**src/rtl/slave_checksum_pkg.sv**
```systemverilog
`default_nettype none
// ============================================================================
// Module   : slave_checksum_pkg
// Purpose  : Shared state encoding and default widths for checksum slaves.
// Revision : 1.0
// ============================================================================
package slave_checksum_pkg;

  localparam int c_DEF_ADDR_W = 8;
  localparam int c_DEF_DATA_W = 8;
  localparam int c_DEF_SUM_W  = 16;

  typedef enum logic [1:0] {
    ST_IDLE  = 2'b00,
    ST_READ  = 2'b01,
    ST_DRAIN = 2'b10,
    ST_DONE  = 2'b11
  } state_t;

endpackage
`default_nettype wire

```
**src/rtl/slave_checksum_if.sv**
```systemverilog
`default_nettype none
// ============================================================================
// Module   : slave_checksum_if
// Purpose  : Trigger/done handshake plus memory read port of a checksum slave.
// Revision : 1.0
// ============================================================================
interface slave_checksum_if
  import slave_checksum_pkg::*;
#(
  parameter int ADDR_W = c_DEF_ADDR_W,
  parameter int DATA_W = c_DEF_DATA_W,
  parameter int SUM_W  = c_DEF_SUM_W
) ();

  logic              trigger;
  logic [ADDR_W-1:0] base_addr;
  logic [ADDR_W:0]   length;
  logic              done;
  logic [SUM_W-1:0]  result;
  logic              overflow;
  logic              busy;

  logic              mem_rd;
  logic [ADDR_W-1:0] mem_addr;
  logic [DATA_W-1:0] mem_rdata;

  modport slave (
    input  trigger, base_addr, length, mem_rdata,
    output done, result, overflow, busy, mem_rd, mem_addr
  );

  modport master (
    output trigger, base_addr, length, mem_rdata,
    input  done, result, overflow, busy, mem_rd, mem_addr
  );

endinterface
`default_nettype wire

```
**src/rtl/slave_checksum_accum.sv**
```systemverilog
`default_nettype none
// ============================================================================
// Module   : checksum_accum
// Purpose  : Modular accumulator with sticky carry; outputs include this cycle's word.
// Revision : 1.0
// ============================================================================
module checksum_accum #(
  parameter int DATA_W = 8,
  parameter int SUM_W  = 16
) (
  input  wire logic              clk,
  input  wire logic              rst_n,
  input  wire logic              i_clear,
  input  wire logic              i_enable,
  input  wire logic [DATA_W-1:0] i_data,
  output logic      [SUM_W-1:0]  o_sum,
  output logic                   o_carry
);

  logic [SUM_W-1:0] r_sum;
  logic             r_carry;
  logic [SUM_W:0]   w_add;
  logic [SUM_W-1:0] w_sum_nxt;
  logic             w_carry_nxt;

  assign w_add = {1'b0, r_sum} + {{(SUM_W + 1 - DATA_W){1'b0}}, i_data};

  // Clear wins over enable so a job accept always starts from zero.
  always_comb begin
    w_sum_nxt   = r_sum;
    w_carry_nxt = r_carry;
    if (i_clear) begin
      w_sum_nxt   = '0;
      w_carry_nxt = 1'b0;
    end else if (i_enable) begin
      w_sum_nxt   = w_add[SUM_W-1:0];
      w_carry_nxt = r_carry | w_add[SUM_W];
    end
  end

  always_ff @(posedge clk or negedge rst_n) begin
    if (!rst_n) begin
      r_sum   <= '0;
      r_carry <= 1'b0;
    end else begin
      r_sum   <= w_sum_nxt;
      r_carry <= w_carry_nxt;
    end
  end

  assign o_sum   = w_sum_nxt;
  assign o_carry = w_carry_nxt;

endmodule
`default_nettype wire

```
**src/rtl/slave_checksum.sv**
```systemverilog
`default_nettype none
// ============================================================================
// Module   : slave_checksum
// Purpose  : Trigger/done responder that checksums a memory block of LEN words.
// Revision : 1.0
// ============================================================================
module slave_checksum
  import slave_checksum_pkg::*;
#(
  parameter int ADDR_W = c_DEF_ADDR_W,
  parameter int DATA_W = c_DEF_DATA_W,
  parameter int SUM_W  = c_DEF_SUM_W
) (
  input  wire logic     clk,
  input  wire logic     rst_n,
  slave_checksum_if.slave bus
);

  state_t            r_state, w_state_nxt;
  logic [ADDR_W-1:0] r_addr, w_addr_nxt;
  logic [ADDR_W:0]   r_remain, w_remain_nxt;
  logic              r_rd_valid;
  logic [SUM_W-1:0]  r_result;
  logic              r_overflow;
  logic              w_mem_rd;
  logic              w_publish;
  logic              w_accept;
  logic              w_busy;
  logic [SUM_W-1:0]  w_sum;
  logic              w_carry;

  assign w_accept = (r_state == ST_IDLE) && bus.trigger;
  assign w_busy   = (r_state == ST_READ) || (r_state == ST_DRAIN);

  always_comb begin
    w_state_nxt  = r_state;
    w_addr_nxt   = r_addr;
    w_remain_nxt = r_remain;
    w_mem_rd     = 1'b0;
    w_publish    = 1'b0;
    case (r_state)
      ST_IDLE: begin
        if (bus.trigger) begin
          w_addr_nxt   = bus.base_addr;
          w_remain_nxt = bus.length;
          w_state_nxt  = (bus.length != '0) ? ST_READ : ST_DRAIN;
        end
      end
      ST_READ: begin
        w_mem_rd = 1'b1;
        if (!bus.trigger) begin
          w_state_nxt = ST_IDLE;
        end else begin
          w_addr_nxt   = r_addr + 1'b1;
          w_remain_nxt = r_remain - 1'b1;
          if (r_remain == {{ADDR_W{1'b0}}, 1'b1}) begin
            w_state_nxt = ST_DRAIN;
          end
        end
      end
      ST_DRAIN: begin
        if (!bus.trigger) begin
          w_state_nxt = ST_IDLE;
        end else begin
          w_state_nxt = ST_DONE;
          w_publish   = 1'b1;
        end
      end
      ST_DONE: begin
        if (!bus.trigger) begin
          w_state_nxt = ST_IDLE;
        end
      end
      default: w_state_nxt = ST_IDLE;
    endcase
  end

  always_ff @(posedge clk or negedge rst_n) begin
    if (!rst_n) begin
      r_state    <= ST_IDLE;
      r_addr     <= '0;
      r_remain   <= '0;
      r_rd_valid <= 1'b0;
      r_result   <= '0;
      r_overflow <= 1'b0;
    end else begin
      r_state    <= w_state_nxt;
      r_addr     <= w_addr_nxt;
      r_remain   <= w_remain_nxt;
      r_rd_valid <= w_mem_rd;
      if (w_publish) begin
        r_result   <= w_sum;
        r_overflow <= w_carry;
      end
    end
  end

  // Read data landing after an abort (state back in IDLE) is ignored.
  checksum_accum #(
    .DATA_W (DATA_W),
    .SUM_W  (SUM_W)
  ) u_accum (
    .clk      (clk),
    .rst_n    (rst_n),
    .i_clear  (w_accept),
    .i_enable (r_rd_valid && w_busy),
    .i_data   (bus.mem_rdata),
    .o_sum    (w_sum),
    .o_carry  (w_carry)
  );

  assign bus.mem_rd   = w_mem_rd;
  assign bus.mem_addr = r_addr;
  assign bus.done     = (r_state == ST_DONE);
  assign bus.result   = r_result;
  assign bus.overflow = r_overflow;
  assign bus.busy     = w_busy;

endmodule
`default_nettype wire

```
**src/flat_wrapper.sv**
```systemverilog
// flat-port wrapper written by rule: the top's interface ports become plain ports
module slave_checksum_flat import slave_checksum_pkg::*;
#(
  parameter int ADDR_W = c_DEF_ADDR_W,
  parameter int DATA_W = c_DEF_DATA_W,
  parameter int SUM_W  = c_DEF_SUM_W
)
  (clk, rst_n, bus_trigger, bus_base_addr, bus_length, bus_mem_rdata, bus_done, bus_result, bus_overflow, bus_busy, bus_mem_rd, bus_mem_addr);
  slave_checksum_if #(.ADDR_W(ADDR_W), .DATA_W(DATA_W), .SUM_W(SUM_W)) bus_i ();
  input  wire logic clk;
  input  wire logic rst_n;
  input wire logic [$bits(bus_i.trigger)-1:0] bus_trigger;
  input wire logic [$bits(bus_i.base_addr)-1:0] bus_base_addr;
  input wire logic [$bits(bus_i.length)-1:0] bus_length;
  input wire logic [$bits(bus_i.mem_rdata)-1:0] bus_mem_rdata;
  output wire logic [$bits(bus_i.done)-1:0] bus_done;
  output wire logic [$bits(bus_i.result)-1:0] bus_result;
  output wire logic [$bits(bus_i.overflow)-1:0] bus_overflow;
  output wire logic [$bits(bus_i.busy)-1:0] bus_busy;
  output wire logic [$bits(bus_i.mem_rd)-1:0] bus_mem_rd;
  output wire logic [$bits(bus_i.mem_addr)-1:0] bus_mem_addr;
  assign bus_i.trigger = bus_trigger;
  assign bus_i.base_addr = bus_base_addr;
  assign bus_i.length = bus_length;
  assign bus_i.mem_rdata = bus_mem_rdata;
  assign bus_done = bus_i.done;
  assign bus_result = bus_i.result;
  assign bus_overflow = bus_i.overflow;
  assign bus_busy = bus_i.busy;
  assign bus_mem_rd = bus_i.mem_rd;
  assign bus_mem_addr = bus_i.mem_addr;
  slave_checksum #(.ADDR_W(ADDR_W), .DATA_W(DATA_W), .SUM_W(SUM_W)) u_core (.clk(clk), .rst_n(rst_n), .bus(bus_i));
endmodule
```
**config.mk**
```make
export PLATFORM = sky130hd
export DESIGN_NAME = slave_checksum_flat
export DESIGN_NICKNAME = d
export VERILOG_FILES = /design/src/rtl/slave_checksum_pkg.sv /design/src/rtl/slave_checksum_if.sv /design/src/rtl/slave_checksum_accum.sv /design/src/rtl/slave_checksum.sv /design/src/flat_wrapper.sv
export SDC_FILE = /design/constraint.sdc
export NUM_CORES = 1
export LEC_CHECK = 0
export CORE_MARGIN = 2
export CORE_UTILIZATION = 52
export CTS_CLUSTER_SIZE = 14
export DETAILED_ROUTE_END_ITERATION = 8
export PLACE_DENSITY = 0.9
export SLEW_MARGIN = 20
export SYNTH_ARGS = -nofsm -noshare
export SYNTH_HDL_FRONTEND = slang
export SYNTH_SLANG_ARGS = --single-unit
```
**constraint.sdc**
```tcl
create_clock -name clk -period 2.5 [get_ports clk]
set_input_delay 0.25 -clock clk [delete_from_list [all_inputs] [get_ports clk]]
set_output_delay 0.25 -clock clk [all_outputs]
set_load 0.03 [all_outputs]
```
; Yosys cells after proc, flatten, opt, wreduce, memory -nomap -nowiden
; Cells that the tools add are included.
[word_totals]
ff_bits = 54
input_bits = 28
output_inout_bits = 28
word_cells = 48
[classes]
addsub = 3
eq_ne = 8
n_mux = 20
bitwise = 1
reduce_logical = 8
[ops]
columns = op, count
row1 = 16-bit 2-to-1 mux, 2
row2 = 9-bit 2-to-1 mux, 2
row3 = 9-bit case mux with 2 select lines, 1
row4 = 16-bit by 8-bit adder with 17-bit output, 1
row5 = 8-bit 2-to-1 mux, 2
row6 = 8-bit case mux with 2 select lines, 1
row7 = 2-bit 2-to-1 mux, 6
row8 = "9-bit by 1-bit == test with 1-bit output, second input constant", 1
row9 = 9-bit nonzero test, 1
row10 = "9-bit by 1-bit subtractor with 9-bit output, second input constant", 1
row11 = "8-bit by 1-bit adder with 8-bit output, second input constant", 1
row12 = 2-bit case mux with 4 select lines, 1
row13 = "2-bit != test, second input constant", 3
row14 = 3-bit AND reduction, 2
row15 = 1-bit 2-to-1 mux, 5
row16 = "2-bit == test, second input constant", 2
row17 = "3-bit != test, second input constant", 1
row18 = "2-bit by 1-bit == test with 1-bit output, second input constant", 1
row19 = 1-bit logical AND, 2
row20 = 2-bit logical NOT, 1
row21 = 2-bit nonzero test, 1
row22 = 1-bit logical OR, 1
row23 = 1-bit OR, 1

; Logic depth before layout (Yosys ltp)
; Gate-level depths: netlist of the first run.
[depth]
ltp_word = 5
ltp_mapped = 8

; By module
; Synthesis of the first run repeated with hierarchy kept, for this count alone.
[hier_totals]
hier_cells = 305
area_unflattened_um2 = 3109.2
[by_module_without_submodules]
columns = mod, instances, cells_per_inst, area_per_inst_um2, seq_area_each_um2
row1 = slave_checksum, 1, 179, 1929.4, 925.9
row2 = checksum_accum, 1, 126, 1179.9, 425.4

; Least setup slack after synthesis of the first run
; No wires, ideal clock.
[synth_timing]
kind = register to register
startpoint = register u_core.u_accum.r_sum[0]
endpoint = register u_core.r_overflow (netlist: u_core.bus.overflow)
arrival_time_ns = 1.987
required_ns = 2.370
slack_ns = 0.384
stages_incl_launch_ff = 9
path_buffers = 0
period_less_slack_ns = 2.116
path_cell_list = dfrtp_1 -> ha_1 -> fa_1 -> a211oi_1 -> o21ai_2 -> o221ai_2 -> nor2_2 -> a31oi_1 -> o21ai_0
[synth_between]
elab_chain_cells = 4
[synth_lines]
columns = item, line
row1 = start: declaration, slave_checksum_accum.sv:20  ; logic [SUM_W-1:0] r_sum;
row2 = start signal: assignment, slave_checksum_accum.sv:46  ; r_sum <= w_sum_nxt;
row3 = 16-bit by 8-bit adder with 17-bit output, slave_checksum_accum.sv:26  ; assign w_add = {1'b0, r_sum} + {{(SUM_W + 1 - DATA_W){1'b0}}, i_data};
row4 = 1-bit OR, slave_checksum_accum.sv:37  ; w_carry_nxt = r_carry | w_add[SUM_W];
row5 = 1-bit 2-to-1 mux, slave_checksum_accum.sv:35  ; end else if (i_enable) begin
row6 = 1-bit 2-to-1 mux, slave_checksum_accum.sv:32  ; if (i_clear) begin
row7 = end signal: assignment, slave_checksum.sv:93  ; r_overflow <= w_carry;
row8 = end: declaration, slave_checksum.sv:24  ; logic r_overflow;
; No other way between the ends.
; A chain may end at the register's enable or synchronous reset.

; Final worst setup path of the first run
; Same ends and word-level chain as after synthesis.

==> metrics.md, run 1 <==
| Metric | Value |
|---|---|
| Largest net degree at the start of global routing | `34` |
| MaxCap Viol Count | `0` |
| Critical path arrival | `2.52 ns` |
| Worst reg-to-reg setup slack | `0.18 ns` |
| Leak | `0.00163 uW` |
| First-pass GRT wire length | `11300 um` |
| Clk buf depth | `2` |
| Nets | `427` |
| Hold WC Path Type | `in -> async` |
| H-tree depth | `2` |
| Reg2Reg Depth | `8` |
| Layout cell share with drive strength beyond 1 | `0.0862` |
| Final Hold Fails | `0` |
| DIE AREA | `6330 um2` |
| Post-route total power | `4130 uW` |
| Post-CTS resize count | `0` |
| Max VDD drop | `0.851 mV` |
| Setup Total Neg Slack | `0 ns` |
| Clock period minus worst slack | `2.32 ns` |
| Clk Latency, worst-skew pair | `0.32 ns` |
| Crit path launch type | `flip-flop` |
| Fin. max-slew vios | `0` |
| Synthesized area | `2970 um2` |
| Synth unique cells | `46` |
| Worst r2r src | `u_core.u_accum.r_sum[0]` |
| Drt first pass iters | `4` |
| Worst-Margin Slew | `0.629 ns` |
| Initial antenna violation count | `0` |
| Top cells by count, synth | `dfrtp_1 (54), nand2_1 (45), a21oi_1 (33)` |
| Rows | `27` |
| Top Ports | `56` |
| Post-synth ARST share | `1.00` |
| # setup viols final | `0` |
| Tot GR Track Use | `0.225` |
| Cell area after layout | `3710 um2` |
| Slew HR | `0.581` |
| Residual DRC | `0` |
| Cell chosen for the clock root | `clkbuf_8` |
| Syn Area/Cell | `9.17 um2` |
| Filler Cells Inserted | `408` |
| Fin Clk Skew | `0.0123 ns` |
| Cell Pwr Density | `1110 nW/um2` |
| Yosys reg bits | `54` |
| DR WL/cell | `14.7 um` |
| Vias in the first global route | `2504` |
| Top-count cell post-synth | `dfrtp_1` |
| Crit path max fanout | `4` |
| CP Class | `reg -> reg` |
| Worst R2R End | `u_core.bus.overflow` |
| DR vias/cell | `5.69` |
| YS warnings | `0` |
| Biggest area consumer among synthesized cells | `dfrtp_1` |
| Sequential Area | `1350 um2` |
| Height of the die | `79.6 um` |
| Tcrit/Tclk final | `0.927` |
| Initial Util | `0.539` |
| EDFF count, synth | `0` |
| TritonCTS clock tree | `done` |
| Data required, critical path | `2.70 ns` |
| Endpoint class of the critical path | `flip-flop` |
| Yosys top cell area share | `0.455` |
| Gpl congestion | `0.852` |
| Synth top area cells | `dfrtp_1 (45%), ha_1 (6.7%), nand2_1 (5.7%)` |
| DRT antenna net count | `0` |
| Clock sinks | `54` |
| Worst-path clk slew | `0.11 ns` |
| Cts bufs inserted | `5` |
| Post-DP HPWL | `4900 um` |
| Overflow after GRT | `0` |
| Total core area | `5510 um2` |
| Area of the multi-input gates | `1520 um2` |
| RSZ-0062 raised after global routing | `no` |
| Synth Instances | `324` |
| Die W | `79.6 um` |
| DR iter-0 viols | `151` |
| I/O Buffers | `55` |
| Routed vias | `2588` |
| Area growth syn-to-layout | `25.0%` |
| Peak Freq | `431 MHz` |
| Status | `finished, final reports clean` |
| Number of antenna diodes | `0` |
| Post-DP Area | `3610 um2` |
| Ys flop type | `dfrtp_1` |
| Final wirelength | `6670 um` |
| Seq/Total Area, Yosys | `0.455` |
| Synth Net Count | `369` |
==> through the flow <==
step	setup WS [ns]	std cells	hold WS (ns)	utilization
after floorplan	0.384	324	-0.0456	-
after global placement	-0.0101	446	0.299	0.655
after detailed placement	-0.116	446	0.305	0.655
after CTS	0.189	455	0.494	0.674
after global routing	0.00944	455	0.519	0.674
final	0.182	455	0.477	0.674
==> per-layer routing <==
metal,GRT usage,part of all wire
met2,0.373,0.49
met4,0.0793,0.016
met1,0.295,0.44
met3,0.0407,0.052
met5,0,0
==> cells by family (layout without fill, tap and decap cells) <==
kind of cell	after synthesis	after routing	synth area share
AO/OA/AOI/OAI	92	92	0.180
AND/OR/NAND/NOR	114	114	0.176
buffers and inverters	22	81	0.0337
multiplexers	12	12	0.0425
adder cells (fa/ha/maj)	17	17	0.0741
flip-flops	54	54	0.455
XOR/XNOR	13	13	0.0383
==> what timing repair did <==
| action | in CTS | in global routing |
|---|---|---|
| setup endpoints to repair | 0 | 0 |
| endpoints found under the hold margin | 27 | 0 |
| hold buffers | 1 | 0 |
| buffers inserted | 0 | 0 |
==> state kept, by name, summed over array words and instances (netlist names) <==
| signal | flops |
|---|---|
| u_core.bus.overflow | 1 |
| u_core.bus.result | 16 |
| u_core.bus.mem_addr | 8 |
| u_core.r_rd_valid | 1 |
| u_core.r_remain | 9 |
| u_core.u_accum.r_carry | 1 |
| u_core.u_accum.r_sum | 16 |
| u_core.r_state | 2 |
==> power breakdown <==
group / internal, uW / total [uW] / switching (uW) / leakage [uW]
logic: 903 / 2160 / 1260 / 0.000890
registers: 1160 / 1440 / 283 / 0.000693
clock network: 208 / 526 / 317 / 0.0000502
total: 2270 / 4130 / 1860 / 0.00163
==> worst max-delay path: stages, from the launching register on <==
cell and delay [ns]:
dfrtp_1 0.41, ha_1 0.22, fa_1 0.39, a211oi_1 0.31
o21ai_2 0.12, o221ai_2 0.32, nor2_2 0.08, a31oi_1 0.23
o21ai_0 0.13
==> final cells by class <==
type                            instances  share of cell area
Clock buffer                            5              0.0185
Inverter                                8             0.00809
Clock inverter                          3             0.00775
Timing Repair Buffer                   65               0.168
Multi-Input combinational cell        248               0.410
Sequential cell                        54               0.364
Tap cell                               72              0.0243
==> layout by cell type, fill, tap and decap left out, drive strengths merged, types with 4 or more instances in the layout <==
cell and instances:
xnor2 7, buf 10, a21o 4, nand4 4
clkbuf 5, o21ai 30, xor2 6, nor2 28
and2 4, o22ai 11, dfrtp 54, mux2i 7
mux2 5, nand2 45, inv 9, nor3 5
nand3 13, a21oi 35, clkdlybuf4s50 54, ha 16
==> how the worst max path moves through the flow <==
stage	start	to	slack, ns	depth (start not counted)
2_1_floorplan	u_core.u_accum.r_sum[0]	u_core.bus.overflow	0.38	8
3_3_place_gp	bus_mem_rdata[0]	u_core.bus.overflow	-0.01	9
3_5_place_dp	bus_mem_rdata[0]	u_core.bus.overflow	-0.12	9
4_1_cts	u_core.u_accum.r_sum[0]	u_core.bus.overflow	0.19	8
5_1_grt	u_core.u_accum.r_sum[0]	u_core.bus.result[10]	0.009	8
6_report	u_core.u_accum.r_sum[0]	u_core.bus.overflow	0.18	8
(Power assumes the default switching activity.)
==> run 2, diff against run 1 <==
- CORE_UTILIZATION: 52 -> 54
- CTS_BUF_LIST: not set -> sky130_fd_sc_hd__clkbuf_4
- PLACE_DENSITY: 0.9 -> 0.92
==> run 2 against run 1 <==
Maximum frequency is 1.1% higher. Count of clock-buffer cells in the layout is the same. Sequential power barely moved. Core utilization up 0.41 points. Clock skew down 0.00091 ns. Power is 3.7% lower. Critical path type unchanged. Largest cell class unchanged. Largest power group unchanged.
==> metrics.md, run 2 (synthesized netlist as in run 1, its figures left out) <==
| Metric | Value |
|---|---|
| Filler Cells Inserted | `442 (+8.3%)` |
| Clk network pwr share | `0.099 (-0.028)` |
| Int Pwr | `2160 uW (-4.8%)` |
| Leak | `0.00161 uW (-1.5%)` |
| Cell area after layout | `3670 um2 (-1.2%)` |
| Endpoint class of the critical path | `flip-flop` |
| Vias in the first global route | `2472 (-1.3%)` |
| Fin. max-slew vios | `0 (unchanged)` |
| Crit-path slowest cell | `dfrtp_1` |
| Worst-path clk slew | `0.16 ns (+0.05 ns)` |
| Hold-fix buffers, CTS | `1 (unchanged)` |
| DR iter-0 viols | `125 (-17%)` |
| Initial Util | `0.550 (+0.0101)` |
| Nets | `426 (-0.23%)` |
| Crit path launch type | `flip-flop` |
| Setup Fix Bufs, Post-CTS | `0 (unchanged)` |
| Post-DP HPWL | `4750 um (-3.1%)` |
| Status | `finished, final reports clean` |
| Rows | `27 (unchanged)` |
| Top Ports | `56 (unchanged)` |
| Peak Freq | `436 MHz (+1.1%)` |
| CP Class | `reg -> reg` |
| Clock period minus worst slack | `2.29 ns (-0.0262 ns)` |
| Area growth syn-to-layout | `23.5%` |
| Overflow after GRT | `0 (unchanged)` |
| Gpl congestion | `0.902 (+5.8%)` |
| Commonest non-fill, non-tap cells in the layout | `clkdlybuf4s50_1 (54), dfrtp_1 (54), nand2_1 (45), a21oi_1 (33), o21ai_0 (28)` |
| Layout cell share with drive strength beyond 1 | `0.0838 (-0.00239)` |
| Crit-path cells | `ha_1 -> fa_1 -> a211oi_1 -> o21ai_2 -> o221ai_2 -> nor2_2 -> a31oi_1 -> o21ai_0` |
| Clk buf depth | `2 (unchanged)` |
| Logic pwr share | `0.540 (+0.016)` |
| Tcrit/Tclk final | `0.917 (-0.0105)` |
| Hold WC Path Type | `in -> async` |
| Post-CTS resize count | `0 (unchanged)` |
| DR vias/cell | `5.57 (-2.0%)` |
| Util after Layout | `0.678 (+0.00408)` |
| Clk Latency, worst-skew pair | `0.38 ns (+0.06 ns)` |
| Cts bufs inserted | `5 (unchanged)` |
| RSZ-0062 raised after global routing | `no` |
| DRT antenna net count | `0 (unchanged)` |
| H-tree depth | `2 (unchanged)` |
| Sequential Power Share | `0.361 (+0.012)` |
| Cell chosen for the clock root | `clkbuf_4` |
| First-pass GRT wire length | `11000 um (-2.3%)` |
| Tot GR Track Use | `0.223 (-0.00139)` |
| I/O Buffers | `55 (unchanged)` |
| NetSw | `1820 uW (-2.4%)` |
| Number of antenna diodes | `0 (unchanged)` |
| Height of the die | `78.2 um (-1.8%)` |
| Final wirelength | `6420 um (-3.8%)` |
| TritonCTS clock tree | `done` |
| Post-DP Area | `3600 um2 (-0.21%)` |
| Largest net degree at the start of global routing | `35 (+2.9%)` |
| DR WL/cell | `14.1 um (-3.6%)` |
| # setup viols final | `0 (unchanged)` |
| Data required, critical path | `2.78 ns (+0.08 ns)` |
| Slew HR | `0.597 (+0.0165)` |
| Area of the multi-input gates | `1520 um2 (unchanged)` |
| Sequential Area | `1350 um2 (unchanged)` |
| Cell Pwr Density | `1090 nW/um2 (-2.5%)` |
| Clock sinks | `54 (unchanged)` |
| Total core area | `5410 um2 (-1.8%)` |
| MaxCap Viol Count | `0 (unchanged)` |
| Routed vias | `2531 (-2.2%)` |
| Peak per-stage delay on the critical path | `0.41 ns (about the same)` |
| Die W | `78.2 um (-1.8%)` |
| Crit path max fanout | `4 (unchanged)` |
| Final Hold Fails | `0 (unchanged)` |
| Switching share of power | `0.456 (+0.00622)` |
| Max VDD drop | `0.703 mV (-17%)` |
| Residual DRC | `0 (unchanged)` |
| DIE AREA | `6110 um2 (-3.5%)` |
| Critical path arrival | `2.57 ns (+0.05 ns)` |
| Initial antenna violation count | `0 (unchanged)` |
| Drt first pass iters | `4 (unchanged)` |
| Fin Clk Skew | `0.0114 ns (-0.000906 ns)` |
| Worst-Margin Slew | `0.604 ns (-0.0248 ns)` |
## run 2: metal layers
metal,share of wire,track usage,up-vias
met3,0.053,0.0460,6
met2,0.50,0.371,80
met5,0,0,-
met4,0.0067,0.0579,0
li1,-,-,1253
met1,0.44,0.300,1192
## run 2: path summary, 6_finish.rpt
check	from	endpoint	slack [ns]	cells past startpoint
min reg2reg	u_core.bus.result[8]	u_core.bus.result[8]	0.50	2
max in group asynchronous	rst_n	u_core.r_rd_valid	1.45	3
min in group clk	bus_base_addr[7]	u_core.bus.mem_addr[7]	0.49	3
max	u_core.u_accum.r_sum[0]	u_core.bus.overflow	0.21	8
min	rst_n	u_core.bus.result[15]	0.40	2
max reg2reg	u_core.u_accum.r_sum[0]	u_core.bus.overflow	0.21	8
## run 2: critical path, delay by kind of cell, from the launching register on
family | cells | cell delay, ns
DFF | 1 | 0.41
adders and majority gates | 2 | 0.61
AOI/OAI and AO/OA | 5 | 1.11
and+or+nand+nor | 1 | 0.08
## run 2: layout make-up
cell class                      instances  share of cell area
Clock buffer                            5              0.0102
Multi-Input combinational cell        248               0.415
Inverter                                8             0.00819
Clock inverter                          3             0.00580
Sequential cell                        54               0.368
Timing Repair Buffer                   64               0.168
Tap cell                               72              0.0246
## run 2: metrics by stage
stage	power, uW	setup slack (ns)	setup TNS [ns]	cells	hold WS (ns)
2_1_floorplan	2910	0.384	0	324	-0.0456
4_1_cts	4000	0.213	0	454	0.405
3_3_place_gp	3500	-0.0192	-0.0281	445	0.286
5_1_grt	4300	0.0455	0	454	0.449
6_report	3980	0.208	0	454	0.397
3_5_place_dp	3590	-0.0845	-0.211	445	0.292
## run 2: power by group through the flow
stage / sequential [uW] / clock, uW / combinational [uW]
final: 1440 / 394 / 2150
after detailed placement: 1450 / 0 / 2140
after global placement: 1440 / 0 / 2060
after CTS: 1440 / 410 / 2150
after global routing: 1490 / 445 / 2360
after floorplan: 1640 / 0 / 1270
